### config.mk
export PLATFORM = sky130hd
export DESIGN_NAME = trng_ehr_arbiter
export DESIGN_NICKNAME = d
export VERILOG_FILES = /design/src/rtl/trng_arb_pkg.sv /design/src/rtl/trng_arb_wait_cnt.sv /design/src/rtl/trng_ehr_arbiter.sv
export SDC_FILE = /design/constraint.sdc
export NUM_CORES = 1
export LEC_CHECK = 0
export CAP_MARGIN = 5
export CORE_UTILIZATION = 39
export CTS_CLUSTER_DIAMETER = 60
export DETAILED_ROUTE_END_ITERATION = 10
export PLACE_DENSITY = 0.8
export SYNTH_ARGS = -nofsm -noshare
export SYNTH_HDL_FRONTEND = slang
export SYNTH_SLANG_ARGS = --single-unit
### constraint.sdc
create_clock -name rng_clk -period 1.95 [get_ports rng_clk]
set_input_delay 0.39 -clock rng_clk [delete_from_list [all_inputs] [get_ports rng_clk]]
set_output_delay 0.39 -clock rng_clk [all_outputs]
set_load 0.02 [all_outputs]
### src/rtl/trng_arb_pkg.sv
// trng_arb_pkg: state encoding and EHR size defaults shared by the TRNG EHR arbiter.
package trng_arb_pkg;

    localparam logic [2:0] ST_IDLE     = 3'd0;
    localparam logic [2:0] ST_WAIT_EHR = 3'd1;
    localparam logic [2:0] ST_LOAD     = 3'd2;
    localparam logic [2:0] ST_PRESENT  = 3'd3;
    localparam logic [2:0] ST_DONE     = 3'd4;

    // EHR depth in 32-bit words for the two supported entropy builds
    localparam int unsigned EHR_WORDS_128 = 4;
    localparam int unsigned EHR_WORDS_192 = 6;

    typedef enum logic [2:0] {
        IDLE     = ST_IDLE,
        WAIT_EHR = ST_WAIT_EHR,
        LOAD     = ST_LOAD,
        PRESENT  = ST_PRESENT,
        DONE     = ST_DONE
    } arb_state_t;

endpackage

### src/rtl/trng_arb_wait_cnt.sv
// trng_arb_wait_cnt: saturating wait-for-entropy counter.
// Only compiled when TRNG_EHR_ARB_TIMEOUT_EN is defined; the arbiter has no
// counter at all otherwise.
`ifdef TRNG_EHR_ARB_TIMEOUT_EN
module trng_arb_wait_cnt #(
    parameter int unsigned CNT_W = 16
) (
    input  logic             clk,
    input  logic             rst_n,
    input  logic             clr,
    input  logic             en,
    input  logic [CNT_W-1:0] limit,
    output logic             hit
);

    logic [CNT_W-1:0] cnt;
    logic [CNT_W-1:0] cnt_inc;

    // Saturate at all-ones so a very long wait can never wrap back under the limit
    assign cnt_inc = (&cnt) ? cnt : cnt + 1'b1;

    // Limit of zero disables the timeout; hit flags the edge where the count reaches it
    assign hit = en && (limit != '0) && (cnt_inc >= limit);

    // Count wait cycles; cleared when a new wait begins
    always_ff @(posedge clk) begin
        if (!rst_n) begin
            cnt <= '0;
        end else if (clr) begin
            cnt <= '0;
        end else if (en) begin
            cnt <= cnt_inc;
        end
    end

endmodule
`endif

### src/rtl/trng_ehr_arbiter.sv
// trng_ehr_arbiter: shares the TRNG entropy holding register between the PRNG
// reseed engine and CPU reads, then streams the EHR words to the PRNG.
// Optional wait-for-entropy timeout built when TRNG_EHR_ARB_TIMEOUT_EN is defined.
//
// state    | meaning
// ---------+-------------------------------------------------------------
// IDLE     | EHR owned by the CPU side; waiting for an armed PRNG request
// WAIT_EHR | PRNG owns the EHR, waiting for trng_valid (optional timeout)
// LOAD     | capture ehr_rdata for the current word index
// PRESENT  | word shown to the PRNG, waiting for prng_word_ack
// DONE     | transfer complete, prng_done pulses, ownership released
module trng_ehr_arbiter
    import trng_arb_pkg::*;
#(
    parameter int unsigned EHR_WORDS  = EHR_WORDS_192,
    parameter int unsigned WORD_IDX_W = 3,
    parameter int unsigned TIMEOUT_W  = 16
) (
    input  logic                  rng_clk,
    input  logic                  rst_n,
    input  logic                  rng_debug_enable,
    input  logic                  trng_valid,
    input  logic                  cpu_in_mid_rd_of_ehr_not_in_debug_mode,
    input  logic [31:0]           ehr_rdata,
    input  logic                  prng_req,
    input  logic                  prng_word_ack,
    input  logic [TIMEOUT_W-1:0]  timeout_val,
    output logic                  prng_busy,
    output logic                  prng_trng_ehr_rd,
    output logic [WORD_IDX_W-1:0] ehr_word_idx,
    output logic [31:0]           prng_word,
    output logic                  prng_word_vld,
    output logic                  prng_done,
    output logic                  prng_timeout
);

    localparam logic [WORD_IDX_W-1:0] LAST_IDX = WORD_IDX_W'(EHR_WORDS - 1);

    arb_state_t            state;
    arb_state_t            state_nxt;
    logic                  armed;
    logic [WORD_IDX_W-1:0] idx;
    logic [31:0]           word;
    logic                  vld;
    logic                  done_q;
    logic                  abort_req;
    logic                  grant;
    logic                  last_ack;
    logic                  wait_hit;
    logic                  timeout_fire;

    // Request withdrawn or debug mode entered: the transfer is abandoned
    assign abort_req = !prng_req || rng_debug_enable;

`ifdef TRNG_EHR_ARB_TIMEOUT_EN
    logic timeout_q;

    trng_arb_wait_cnt #(
        .CNT_W (TIMEOUT_W)
    ) u_wait_cnt (
        .clk   (rng_clk),
        .rst_n (rst_n),
        .clr   (grant),
        .en    (state == WAIT_EHR),
        .limit (timeout_val),
        .hit   (wait_hit)
    );

    // Sticky timeout flag; only a new grant or reset clears it
    always_ff @(posedge rng_clk) begin
        if (!rst_n) begin
            timeout_q <= 1'b0;
        end else if (grant) begin
            timeout_q <= 1'b0;
        end else if (timeout_fire) begin
            timeout_q <= 1'b1;
        end
    end

    assign prng_timeout = timeout_q;
`else
    logic unused_timeout_val;

    assign unused_timeout_val = ^timeout_val;
    assign wait_hit           = 1'b0;
    assign prng_timeout       = 1'b0;
`endif

    // Next-state decode; the CPU wins any collision because grant requires its flag low
    always_comb begin
        state_nxt    = state;
        grant        = 1'b0;
        last_ack     = 1'b0;
        timeout_fire = 1'b0;
        case (state)
            IDLE: begin
                if (prng_req && !rng_debug_enable &&
                    !cpu_in_mid_rd_of_ehr_not_in_debug_mode && armed) begin
                    grant     = 1'b1;
                    state_nxt = WAIT_EHR;
                end
            end
            WAIT_EHR: begin
                if (abort_req) begin
                    state_nxt = IDLE;
                end else if (trng_valid) begin
                    state_nxt = LOAD;
                end else if (wait_hit) begin
                    timeout_fire = 1'b1;
                    state_nxt    = IDLE;
                end
            end
            LOAD: begin
                state_nxt = abort_req ? IDLE : PRESENT;
            end
            PRESENT: begin
                if (abort_req) begin
                    state_nxt = IDLE;
                end else if (prng_word_ack) begin
                    if (idx == LAST_IDX) begin
                        last_ack  = 1'b1;
                        state_nxt = DONE;
                    end else begin
                        state_nxt = LOAD;
                    end
                end
            end
            DONE: begin
                state_nxt = IDLE;
            end
            default: begin
                state_nxt = IDLE;
            end
        endcase
    end

    // State register
    always_ff @(posedge rng_clk) begin
        if (!rst_n) begin
            state <= IDLE;
        end else begin
            state <= state_nxt;
        end
    end

    // Word index, presented word, done pulse and re-arm tracking
    // armed comes out of reset set, so a request already pending after reset is served
    always_ff @(posedge rng_clk) begin
        if (!rst_n) begin
            armed  <= 1'b1;
            idx    <= '0;
            word   <= '0;
            vld    <= 1'b0;
            done_q <= 1'b0;
        end else begin
            done_q <= last_ack || timeout_fire;
            if (!prng_req) begin
                armed <= 1'b1;
            end else if (grant) begin
                armed <= 1'b0;
            end
            if (state_nxt == IDLE) begin
                idx <= '0;
                vld <= 1'b0;
            end else if (state == LOAD) begin
                word <= ehr_rdata;
                vld  <= 1'b1;
            end else if (state == PRESENT && prng_word_ack) begin
                vld <= 1'b0;
                idx <= last_ack ? '0 : idx + 1'b1;
            end
        end
    end

    assign prng_busy        = (state != IDLE);
    assign prng_trng_ehr_rd = last_ack && rst_n;
    assign ehr_word_idx     = idx;
    assign prng_word        = word;
    assign prng_word_vld    = vld;
    assign prng_done        = done_q;

endmodule

==> report_table.html, run 1 <==
<table>
<tr><th>Metric</th><th>Value</th></tr>
<tr><th colspan="2">Status</th></tr>
<tr><td>Run status</td><td>complete, no violations</td></tr>
<tr><th colspan="2">Place</th></tr>
<tr><td>Number of port buffers</td><td>77</td></tr>
<tr><td>Detailed placement HPWL</td><td>3082 µm</td></tr>
<tr><td>Post-placement worst setup slack</td><td>-0.4760 ns</td></tr>
<tr><td>Placed Instances</td><td>323</td></tr>
<tr><td>Weighted congestion reported at the end of routability-driven placement</td><td>0.7487</td></tr>
<tr><td>Cell Area, Placed</td><td>2624 µm²</td></tr>
<tr><th colspan="2">Clock tree</th></tr>
<tr><td>Clock transition at the registers of the reported paths</td><td>0.07 ns</td></tr>
<tr><td>Cell chosen for the clock root</td><td>sky130_fd_sc_hd__clkbuf_8</td></tr>
<tr><td>Post-CTS Hold Buffers</td><td>0</td></tr>
<tr><td>Number of levels in the clock H-tree</td><td>2</td></tr>
<tr><td>TritonCTS Buffers</td><td>5</td></tr>
<tr><td>TritonCTS clock tree</td><td>built</td></tr>
<tr><td>Number of buffers on the longest clock path</td><td>2</td></tr>
<tr><td># clock sinks</td><td>41</td></tr>
<tr><td>Clock Latency Late Sink</td><td>0.29 ns</td></tr>
<tr><th colspan="2">Floorplanning</th></tr>
<tr><td>Number of ports placed on the die boundary</td><td>95</td></tr>
<tr><td>Die height</td><td>69.66 µm</td></tr>
<tr><td>Core box area</td><td>4384 µm²</td></tr>
<tr><td>Area of the die</td><td>4853 µm²</td></tr>
<tr><td>Starting density of the core</td><td>40.72%</td></tr>
<tr><td>Die Width</td><td>69.66 µm</td></tr>
<tr><td>Number of placement rows</td><td>24</td></tr>
<tr><th colspan="2">Worst setup path</th></tr>
<tr><td>Endpoint type of the worst setup path</td><td>output port</td></tr>
<tr><td>Delay contributed by the slowest stage of the critical path</td><td>0.39 ns</td></tr>
<tr><td>Worst R2R Start</td><td>state[1]</td></tr>
<tr><td>Number of buffer and inverter stages on the critical path</td><td>2</td></tr>
<tr><td>Worst Setup Path Type</td><td>reg2out</td></tr>
<tr><td>Standard cell with the maximum stage delay on the critical path</td><td>sky130_fd_sc_hd__or3_1</td></tr>
<tr><td>Crit path from</td><td>state[2]</td></tr>
<tr><td>Critical path peak fanout</td><td>4</td></tr>
<tr><td>Required arrival time at the worst endpoint</td><td>1.56 ns</td></tr>
<tr><td>Category of the worst setup path launch point</td><td>flip-flop</td></tr>
<tr><td>Kind of cell adding the most delay to the critical path</td><td>buffers and inverters</td></tr>
<tr><td>Worst endpoint data arrival time</td><td>1.48 ns</td></tr>
<tr><td>Critical path cell sequence</td><td>buf_4 &gt; or3_1 &gt; dlygate4sd2_1</td></tr>
<tr><th colspan="2">Finish</th></tr>
<tr><td>Most common cell after layout, fill and taps aside</td><td>sky130_fd_sc_hd__clkdlybuf4s50_1</td></tr>
<tr><td>Highest-count cells in the layout ignoring fill and taps</td><td>74 x sky130_fd_sc_hd__clkdlybuf4s50_1, 41 x sky130_fd_sc_hd__dfxtp_1, 34 x sky130_fd_sc_hd__nand3_1</td></tr>
<tr><td>Fraction of layout cells with a size suffix above 1</td><td>11.83%</td></tr>
<tr><td>Footprint of the multi-input gates</td><td>833.3 µm²</td></tr>
<tr><td>Final cell area excluding filler cells</td><td>2721 µm²</td></tr>
<tr><td>Area used by sequential logic in the layout</td><td>820.8 µm²</td></tr>
<tr><td>Number of fill cells in the layout</td><td>393</td></tr>
<tr><td>Final-stage net count</td><td>336</td></tr>
<tr><td>Growth of design area from synthesis to finish</td><td>52.42%</td></tr>
<tr><td>Number of diodes</td><td>0</td></tr>
<tr><td>Non-filler cells in the finished layout</td><td>331</td></tr>
<tr><th colspan="2">Logic synthesis</th></tr>
<tr><td>Adder-cell share of the synthesized area</td><td>1.402%</td></tr>
<tr><td>Seq/Total Area, Yosys</td><td>45.97%</td></tr>
<tr><td>Post-synthesis mux area share</td><td>0%</td></tr>
<tr><td>Post-Synth Simple-Gate Area</td><td>17.10%</td></tr>
<tr><td>Number of synthesized register bits</td><td>41</td></tr>
<tr><td>Net count after synthesis</td><td>253</td></tr>
<tr><td>Avg Inst Size Synth</td><td>9.110 µm²</td></tr>
<tr><td>Count of warnings emitted by yosys</td><td>0</td></tr>
<tr><td>Share of the synthesized area in compound gates (AO/OA/AOI/OAI)</td><td>27.54%</td></tr>
<tr><td>Post-synth EDFFs</td><td>0</td></tr>
<tr><td>Summed instance area of the synthesized netlist</td><td>1785 µm²</td></tr>
<tr><td>Number of distinct library cell variants in the gate-level netlist after synthesis</td><td>31</td></tr>
<tr><td>Fraction of synthesis flops using an asynchronous set or reset pin</td><td>0%</td></tr>
<tr><td>Most frequently used flop master after synthesis</td><td>sky130_fd_sc_hd__dfxtp_1</td></tr>
<tr><td>XOR/XNOR Fraction of Synth Area</td><td>0%</td></tr>
<tr><td>Cell count after synthesis</td><td>196</td></tr>
<tr><td>Largest family of logic cells by synthesized area</td><td>compound AO/OA/AOI/OAI gates</td></tr>
<tr><th colspan="2">Routing</th></tr>
<tr><td>Routed wirelength normalized by instance count</td><td>13.81 µm</td></tr>
<tr><td>Post-route DRC violation count</td><td>0</td></tr>
<tr><td>Total routed wirelength</td><td>4570 µm</td></tr>
<tr><td>First DRT Iteration DRCs</td><td>75</td></tr>
<tr><td>Post-route ant nets</td><td>0</td></tr>
<tr><td>Routed vias</td><td>1738</td></tr>
<tr><td>Sum of routed wire segments on met1</td><td>2025 µm</td></tr>
<tr><td>Routed length on met3</td><td>280 µm</td></tr>
<tr><td>Top routing layer used</td><td>met4</td></tr>
<tr><td>Per-cell via count in the routed design</td><td>5.251</td></tr>
<tr><td>WL met2</td><td>2233 µm</td></tr>
<tr><td>Drt pass-1 iters</td><td>4</td></tr>
<tr><th colspan="2">STA</th></tr>
<tr><td>Final-report hold violation count</td><td>0</td></tr>
<tr><td>Transition time at the pin with the least slew margin</td><td>0.5600 ns</td></tr>
<tr><td>Final clock skew</td><td>0.003627 ns</td></tr>
<tr><td>Period minus WS final</td><td>1.868 ns</td></tr>
<tr><td>Count of final setup violators</td><td>0</td></tr>
<tr><td>Max_slew headroom</td><td>62.35%</td></tr>
<tr><td>Maximum operating frequency</td><td>535.2 MHz</td></tr>
<tr><td>Setup repair after global routing missed its margin</td><td>no</td></tr>
<tr><td>Final worst path period share</td><td>95.82%</td></tr>
<tr><td>Least setup slack across all paths after layout</td><td>0.08150 ns</td></tr>
<tr><td>Post-Route Hold Slack</td><td>0.4575 ns</td></tr>
<tr><td>Count of final max-slew check failures</td><td>0</td></tr>
<tr><th colspan="2">Global route</th></tr>
<tr><td>Pin count of the biggest net entering global routing</td><td>37</td></tr>
<tr><td>First-pass GRT wire length</td><td>7514 µm</td></tr>
<tr><td>Vias in the first global route</td><td>1623</td></tr>
<tr><td>Global Route Usage Sum</td><td>19.47%</td></tr>
<tr><td>Number of antenna violations at the first check in global routing</td><td>0</td></tr>
<tr><td>Overflow left after global routing</td><td>0</td></tr>
<tr><th colspan="2">Power and ir drop</th></tr>
<tr><td>Leakage dissipation</td><td>0.9679 nW</td></tr>
<tr><td>Final Total Pwr</td><td>1.539 mW</td></tr>
<tr><td>Sequential cell fraction of total power</td><td>54.6%</td></tr>
<tr><td>Clock power frac</td><td>35.6%</td></tr>
<tr><td>Combinational Power Share</td><td>9.8%</td></tr>
<tr><td>Cell internal pwr</td><td>1.212 mW</td></tr>
<tr><td>Fraction of power spent switching nets</td><td>21.24%</td></tr>
<tr><td>P per Cell Area</td><td>565.6 nW/µm²</td></tr>
<tr><td>Highest ir drop seen on vdd</td><td>323.0 µV</td></tr>
<tr><td>Net switching power</td><td>0.3269 mW</td></tr>
<tr><th colspan="2">Hold path</th></tr>
<tr><td>Hold path startpoint</td><td>prng_word_ack</td></tr>
<tr><td>Worst hold path type</td><td>in2reg</td></tr>
<tr><th colspan="2">Flow run</th></tr>
<tr><td>Max-capacitance violation count</td><td>0</td></tr>
</table>
==> worst min-delay path, delay by kind of cell <==
| family | cells | cell delay (ns) |
|---|---|---|
| compound gates | 1 | 0.03 |
| buf+inv | 1 | 0.12 |
| simple gates | 2 | 0.16 |
==> cell usage after synthesis (2+ instances only) <==
cell | number | share of area (%)
sky130_fd_sc_hd__dfxtp_1 | 41 | 46
sky130_fd_sc_hd__nand3_1 | 34 | 9.5
sky130_fd_sc_hd__a21boi_1 | 30 | 13
sky130_fd_sc_hd__o21ai_1 | 29 | 8.1
sky130_fd_sc_hd__buf_6 | 6 | 3.8
sky130_fd_sc_hd__clkbuf_1 | 6 | 1.3
sky130_fd_sc_hd__a21oi_1 | 5 | 1.4
sky130_fd_sc_hd__nand2_1 | 5 | 1.1
sky130_fd_sc_hd__o21ai_0 | 5 | 1.4
sky130_fd_sc_hd__and2_1 | 3 | 1.1
sky130_fd_sc_hd__inv_1 | 3 | 0.63
sky130_fd_sc_hd__a21boi_0 | 2 | 0.84
sky130_fd_sc_hd__a311o_1 | 2 | 1.1
sky130_fd_sc_hd__buf_1 | 2 | 0.42
sky130_fd_sc_hd__buf_2 | 2 | 0.56
sky130_fd_sc_hd__buf_4 | 2 | 0.84
sky130_fd_sc_hd__ha_1 | 2 | 1.4
sky130_fd_sc_hd__nor2b_1 | 2 | 0.70
sky130_fd_sc_hd__o31ai_1 | 2 | 0.84
sky130_fd_sc_hd__or3_1 | 2 | 0.70
==> sequential cells by signal, summed over array words and instances (netlist names) <==
signal / count
armed: 1
state: 3
prng_word: 32
ehr_word_idx: 3
prng_done: 1
prng_word_vld: 1
==> cell families (layout without fill, tap and decap cells) <==
group / count (synthesis) / count (layout)
other cells: 1 / 1
buf+inv: 22 / 105
flops: 41 / 41
fa+ha+maj: 2 / 2
simple gates: 53 / 53
compound gates: 77 / 77
==> worst paths after layout <==
check	cells past startpoint	slack (ns)	endpoint
min reg2reg	2	0.47	prng_word[8]
max	3	0.08	prng_busy
max reg2reg	4	0.47	prng_word[26]
min	4	0.46	state[0]
==> layout make-up <==
cell class                 instances  area share [%]
timing repair buffer              95           33.24
multi-input combinational        133           30.62
sequential                        41           30.16
clock buffer                       7           3.172
tap                               52           2.391
inverter                           3          0.4138
==> layer usage <==
metal  vias up  track usage (%)
li1        866                -
met1       806            23.57
met5         -                0
met3         4            5.669
met2        62            33.01
met4         0            6.667
==> power groups by stage <==
stage	clock (mW)	combinational [mW]	sequential, mW
2_1_floorplan	0	0.0531	0.859
3_3_place_gp	0	0.153	0.859
3_5_place_dp	0	0.153	0.859
4_1_cts	0.570	0.153	0.840
5_1_grt	0.614	0.163	0.840
6_report	0.548	0.151	0.840
==> metrics by stage <==
step | TNS [ns] | util, %
floorplan | 0 | -
global placement | -0.4066 | 59.85
detailed placement | -0.4760 | 59.85
CTS | 0 | 61.79
global route | 0 | 62.07
finish | 0 | 62.07
==> repair_timing <==
action	CTS	global route
buffers inserted	0	1
pin swaps	1	1
setup endpoints to repair	2	1
resized for setup	6	2
(Power assumes the default switching activity.)
==> run 2, diff against run 1 <==
--- a/config.mk
+++ b/config.mk
@@ -10,6 +10,7 @@
 export CTS_CLUSTER_DIAMETER = 60
 export DETAILED_ROUTE_END_ITERATION = 10
 export PLACE_DENSITY = 0.8
+export SLEW_MARGIN = 10
 export SYNTH_ARGS = -nofsm -noshare
 export SYNTH_HDL_FRONTEND = slang
 export SYNTH_SLANG_ARGS = --single-unit
==> results of run 2 <==
Same layout as run 1: the final DEF is identical, and so are final timing and power.
